**src/rtl/div_pkg.sv**
```systemverilog
// Shared definitions for the shift-subtract divider: controller state encoding
// and the default iteration count shared by the counter and the controller.
package div_pkg;

    typedef enum logic [2:0] {
        IDLE,
        INIT,
        CHECK,
        ITER,
        DONE
    } div_state_t;

    localparam int unsigned DIV_ITERS = 14;

endpackage

```
**src/rtl/div_ctrl.sv**
```systemverilog
// Sequencing controller for the unsigned shift-subtract divider datapath:
// start/busy/valid handshake, datapath strobes and sticky error flags.
module div_ctrl
    import div_pkg::*;
#(
    parameter int unsigned ITERS = DIV_ITERS
) (
    input  logic clk,
    input  logic rst,
    input  logic start,
    input  logic b_zero,
    input  logic rem_ge_div,
    input  logic cnt_co,
    input  logic ovf_in,
    output logic ld_ab,
    output logic sclr_cnt,
    output logic cnt_en,
    output logic sh_en,
    output logic sub_wr,
    output logic busy,
    output logic valid,
    output logic dvz,
    output logic ovf
);

    // The iteration count is realised by the external counter's carry-out;
    // a zero-iteration divider cannot terminate through cnt_co.
    if (ITERS < 1) begin : g_iters_check
        $error("div_ctrl: ITERS must be at least 1");
    end

    div_state_t state_q, state_d;
    logic       dvz_q, dvz_d;
    logic       ovf_q, ovf_d;

    always_ff @(posedge clk or negedge rst) begin
        if (!rst) begin
            state_q <= IDLE;
            dvz_q   <= 1'b0;
            ovf_q   <= 1'b0;
        end else begin
            state_q <= state_d;
            dvz_q   <= dvz_d;
            ovf_q   <= ovf_d;
        end
    end

    always_comb begin
        state_d  = state_q;
        dvz_d    = dvz_q;
        ovf_d    = ovf_q;
        ld_ab    = 1'b0;
        sclr_cnt = 1'b0;
        cnt_en   = 1'b0;
        sh_en    = 1'b0;
        sub_wr   = 1'b0;
        busy     = 1'b0;
        valid    = 1'b0;

        case (state_q)
            IDLE: begin
                if (start) begin
                    state_d = INIT;
                end
            end
            INIT: begin
                ld_ab    = 1'b1;
                sclr_cnt = 1'b1;
                busy     = 1'b1;
                dvz_d    = 1'b0;
                ovf_d    = 1'b0;
                state_d  = CHECK;
            end
            CHECK: begin
                busy = 1'b1;
                if (b_zero) begin
                    dvz_d   = 1'b1;
                    state_d = DONE;
                end else begin
                    state_d = ITER;
                end
            end
            ITER: begin
                busy   = 1'b1;
                cnt_en = 1'b1;
                sh_en  = 1'b1;
                sub_wr = rem_ge_div;
                // Overflow takes priority so a simultaneous terminal count still flags it.
                if (ovf_in) begin
                    ovf_d   = 1'b1;
                    state_d = DONE;
                end else if (cnt_co) begin
                    state_d = DONE;
                end
            end
            DONE: begin
                valid = 1'b1;
                if (start) begin
                    state_d = INIT;
                end else begin
                    state_d = IDLE;
                end
            end
            default: begin
                state_d = IDLE;
            end
        endcase
    end

    assign dvz = dvz_q;
    assign ovf = ovf_q;

endmodule
```
**config.mk**
```make
export PLATFORM = sky130hd
export DESIGN_NAME = div_ctrl
export DESIGN_NICKNAME = d
export VERILOG_FILES = /design/src/rtl/div_pkg.sv /design/src/rtl/div_ctrl.sv
export SDC_FILE = /design/constraint.sdc
export NUM_CORES = 1
export LEC_CHECK = 0
export CORE_AREA = 3 3 40 42
export DETAILED_ROUTE_END_ITERATION = 6
export DIE_AREA = 0 0 43 45
export HOLD_SLACK_MARGIN = 0.03
export MAX_ROUTING_LAYER = met4
export PLACE_DENSITY = 0.54
export SKIP_CTS_REPAIR_TIMING = 1
export SLEW_MARGIN = 20
export SYNTH_ARGS = -nofsm -noshare
export SYNTH_HDL_FRONTEND = slang
export SYNTH_SLANG_ARGS = --single-unit
export TNS_END_PERCENT = 100
```
**constraint.sdc**
```tcl
create_clock -name clk -period 1 [get_ports clk]
set_input_delay 0.2 -clock clk [delete_from_list [all_inputs] [get_ports clk]]
set_output_delay 0.2 -clock clk [all_outputs]
set_load 0.02 [all_outputs]
```
==> key figures <==
Setup path
  – CP max-delay cell: dfrtp_1
  – R2r worst-path depth: 4
  – Crit end category: primary output
  – Top delay family on crit path: simple AND/OR/NAND/NOR gates
  – Crit start category: flip-flop
  – Crit path cell chain: and3b_2 > and2_4 > buf_6
  – WS Path Type: flip-flop to primary output
  – Crit path required time: 0.80 ns
  – Instance count on the critical path: 3
  – Delay of the slowest critical-path stage: ~0.38 ns
  – Peak fanout along the critical path: 4
  – Worst path arrival time: around 1.1 ns
  – Worst Path Buf+Inv: 1

Synthesis
  – Top cells by area, synth: dfrtp_1, buf_4, nor2_1
  – Post-synth cell types: 20
  – Number of synthesized flops with an enable pin: 0
  – Mapped Nets: 39
  – Yosys reg bits: 5
  – Ys flop type: dfrtp_1
  – Async set-reset flop share out of synthesis: 1.00
  – Most common cell in the netlist: dfrtp_1
  – Cell taking the most area after synthesis: dfrtp_1
  – Post-synth top cells: dfrtp_1, nor2_1
  – Area of the mapped netlist: between 300 and 400 um^2
  – Syn. warnings: 0
  – Cells after Synth: 32
  – Post-synth top area share: 0.417
  – Seq/Total Area, Yosys: 0.417
  – Avg Cell Area, Syn: 9.38 um^2

Timing
  – Min Tclk post-route: about 1.3 ns
  – Hold_ws: between 0.15 and 0.2 ns
  – Relative slew slack: 0.785
  – Final Cycle Share: 1.34
  – Slack of the critical path: -0.343 ns
  – Fin. Hold Viols: 0
  – Measured slew at the worst slew-check pin: 0.318 ns
  – FMAX: ~740 MHz
  – Final clock skew: approximately 0.0028 ns
  – Slew Limit Fails: 0
  – RSZ-0062 raised after global routing: yes
  – Final Setup Violations: 12

Drt
  – Vias/cell: around 4.6
  – Detail Route Antenna Nets: 0
  – Residual DRC count: 0
  – Routed wire length per instance: between 10 and 15 um
  – Initial DRC count: 6
  – Initial DRT Pass Iterations: 4
  – Routed wire length: approximately 900 um
  – Via count: ~340

Final layout
  – Layout area overhead: 102%
  – Antenna Cells: 0
  – Layout cells sized above 1: 0.610
  – # nets final: between 60 and 70
  – Fillers: around 140

GRT
  – Vias in the first global route: between 300 and 400
  – Initial antenna violation count: 0
  – GRT Util Overall: 0.112
  – First-pass GRT wire length: between 1 and 1.5 mm
  – Largest net degree at the start of global routing: 8
  – Overflow after GRT: 0

Die
  – Die extent in y: approximately 45 um
  – Die area: between 1500 and 2000 um^2
  – Io pins: 16
  – Initial Utilization: 0.234
  – Area of the core: between 1000 and 1500 um^2
  – Die extent in x: roughly 43 um
  – Site Rows: 13

Placement
  – Place WS: -0.595 ns
  – Number of port buffers: 15
  – Final Wtd Congestion: between 0.7 and 0.8

Job
  – Total of max-cap violations: 0

Pwr
  – Pwr/cell area: 3300 nW/um^2
  – Leakage: between 0.2 and 0.3 nW
  – Peak supply drop: between 1 and 1.5 mV

CTS
  – CTS Buffer Depth: 2
  – Clk_lat worst skew: around 0.24 ns
  – H-tree levels: 1
  – CTS root buffer: clkbuf_4
  – Clk sink count: 5
  – CTS Buf Count: 3
  – Clock transition at path regs: 0.04 ns
  – CTS tree: built

Run status
  – Status: finished with violations
  – Failing checks: negative setup slack

Min path
  – Min-delay worst type: primary input to async pin
-- area by class of cell --
| class | instances | area, um^2 | share of cell area |
|---|---|---|---|
| Timing Repair Buffer | 27 | 244 | 0.401 |
| Inverter | 2 | 7.51 | 0.0123 |
| Sequential cell | 5 | 125 | 0.206 |
| Multi-Input combinational cell | 21 | 186 | 0.307 |
| Clock buffer | 4 | 26.3 | 0.0432 |
| Tap cell | 15 | 18.8 | 0.0309 |
-- metrics by stage --
stage               utilization  TNS (ns)  cells  instance area [um^2]  power, mW
CTS                       0.426     -6.96     70                   548       1.81
global placement          0.406     -4.31     66                   522       1.53
detailed placement        0.406     -4.52     66                   522       1.56
finish                    0.473     -2.83     74                   608       2.01
global route              0.473     -3.41     74                   608       2.14
floorplan                     -    -0.663     32                   324       1.06
-- kinds of logic (layout without fill, tap and decap cells) --
group                  count (synthesis)  after routing  share of synthesized area
AOI/OAI and AO/OA                      7              7                      0.188
DFF                                    5              5                      0.417
buffers and inverters                  6             33                      0.108
and+or+nand+nor                       14             14                      0.287
-- metal layers --
metal | global-route usage | part of all wire
met5 | - | 0
met1 | 0.115 | 0.39
met2 | 0.168 | 0.55
met3 | 0.0239 | 0.039
met4 | 0.127 | 0.026
-- path summary, 6_finish.rpt --
path                                        startpoint                endpoint  slack [ns]
worst max-delay path            state_q[2]$_DFFE_PN0P_                  sub_wr       -0.34
worst min-delay path                               rst  state_q[2]$_DFFE_PN0P_        0.17
worst max register to register  state_q[1]$_DFFE_PN0P_  state_q[0]$_DFFE_PN0P_       -0.27
worst min register to register         ovf$_DFFE_PN0P_         ovf$_DFFE_PN0P_        0.60
max in group asynchronous                          rst         dvz$_DFFE_PN0P_        0.64
min in group clk                                 start  state_q[0]$_DFFE_PN0P_        0.59
-- cells in the final DEF (no fill, tap or decap) --
master | Yosys | layout
nor2_4 | 0 | 2
buf_6 | 0 | 7
nor3_2 | 0 | 1
nor2_1 | 4 | 1
nor4b_1 | 1 | 1
nand2b_4 | 0 | 1
clkbuf_1 | 0 | 1
a221o_1 | 1 | 1
o221a_2 | 1 | 1
nand2b_2 | 1 | 1
nand2b_1 | 2 | 1
inv_1 | 2 | 2
nor2_2 | 0 | 1
nor2b_1 | 1 | 1
a211oi_1 | 1 | 1
clkbuf_4 | 0 | 3
and2_4 | 0 | 1
buf_4 | 2 | 14
and3b_2 | 1 | 2
clkdlybuf4s50_1 | 0 | 6
nand2_1 | 1 | 1
o21ai_0 | 2 | 1
o22a_1 | 1 | 1
o311ai_2 | 0 | 1
o21ai_2 | 0 | 1
dfrtp_1 | 5 | 5
-- report_power, final --
part           leakage [nW]  switching, mW  internal (mW)  total [mW]
registers            0.0617         0.0627          0.299       0.361
logic                 0.206          0.653          0.762        1.41
clock network        0.0150         0.0818          0.151       0.233
total                 0.283          0.798           1.21        2.01
-- state kept, by name, indices dropped and copies added (netlist names) --
name	count
dvz	1
ovf	1
state_q	3
Power figures use the tool's default switching activity.
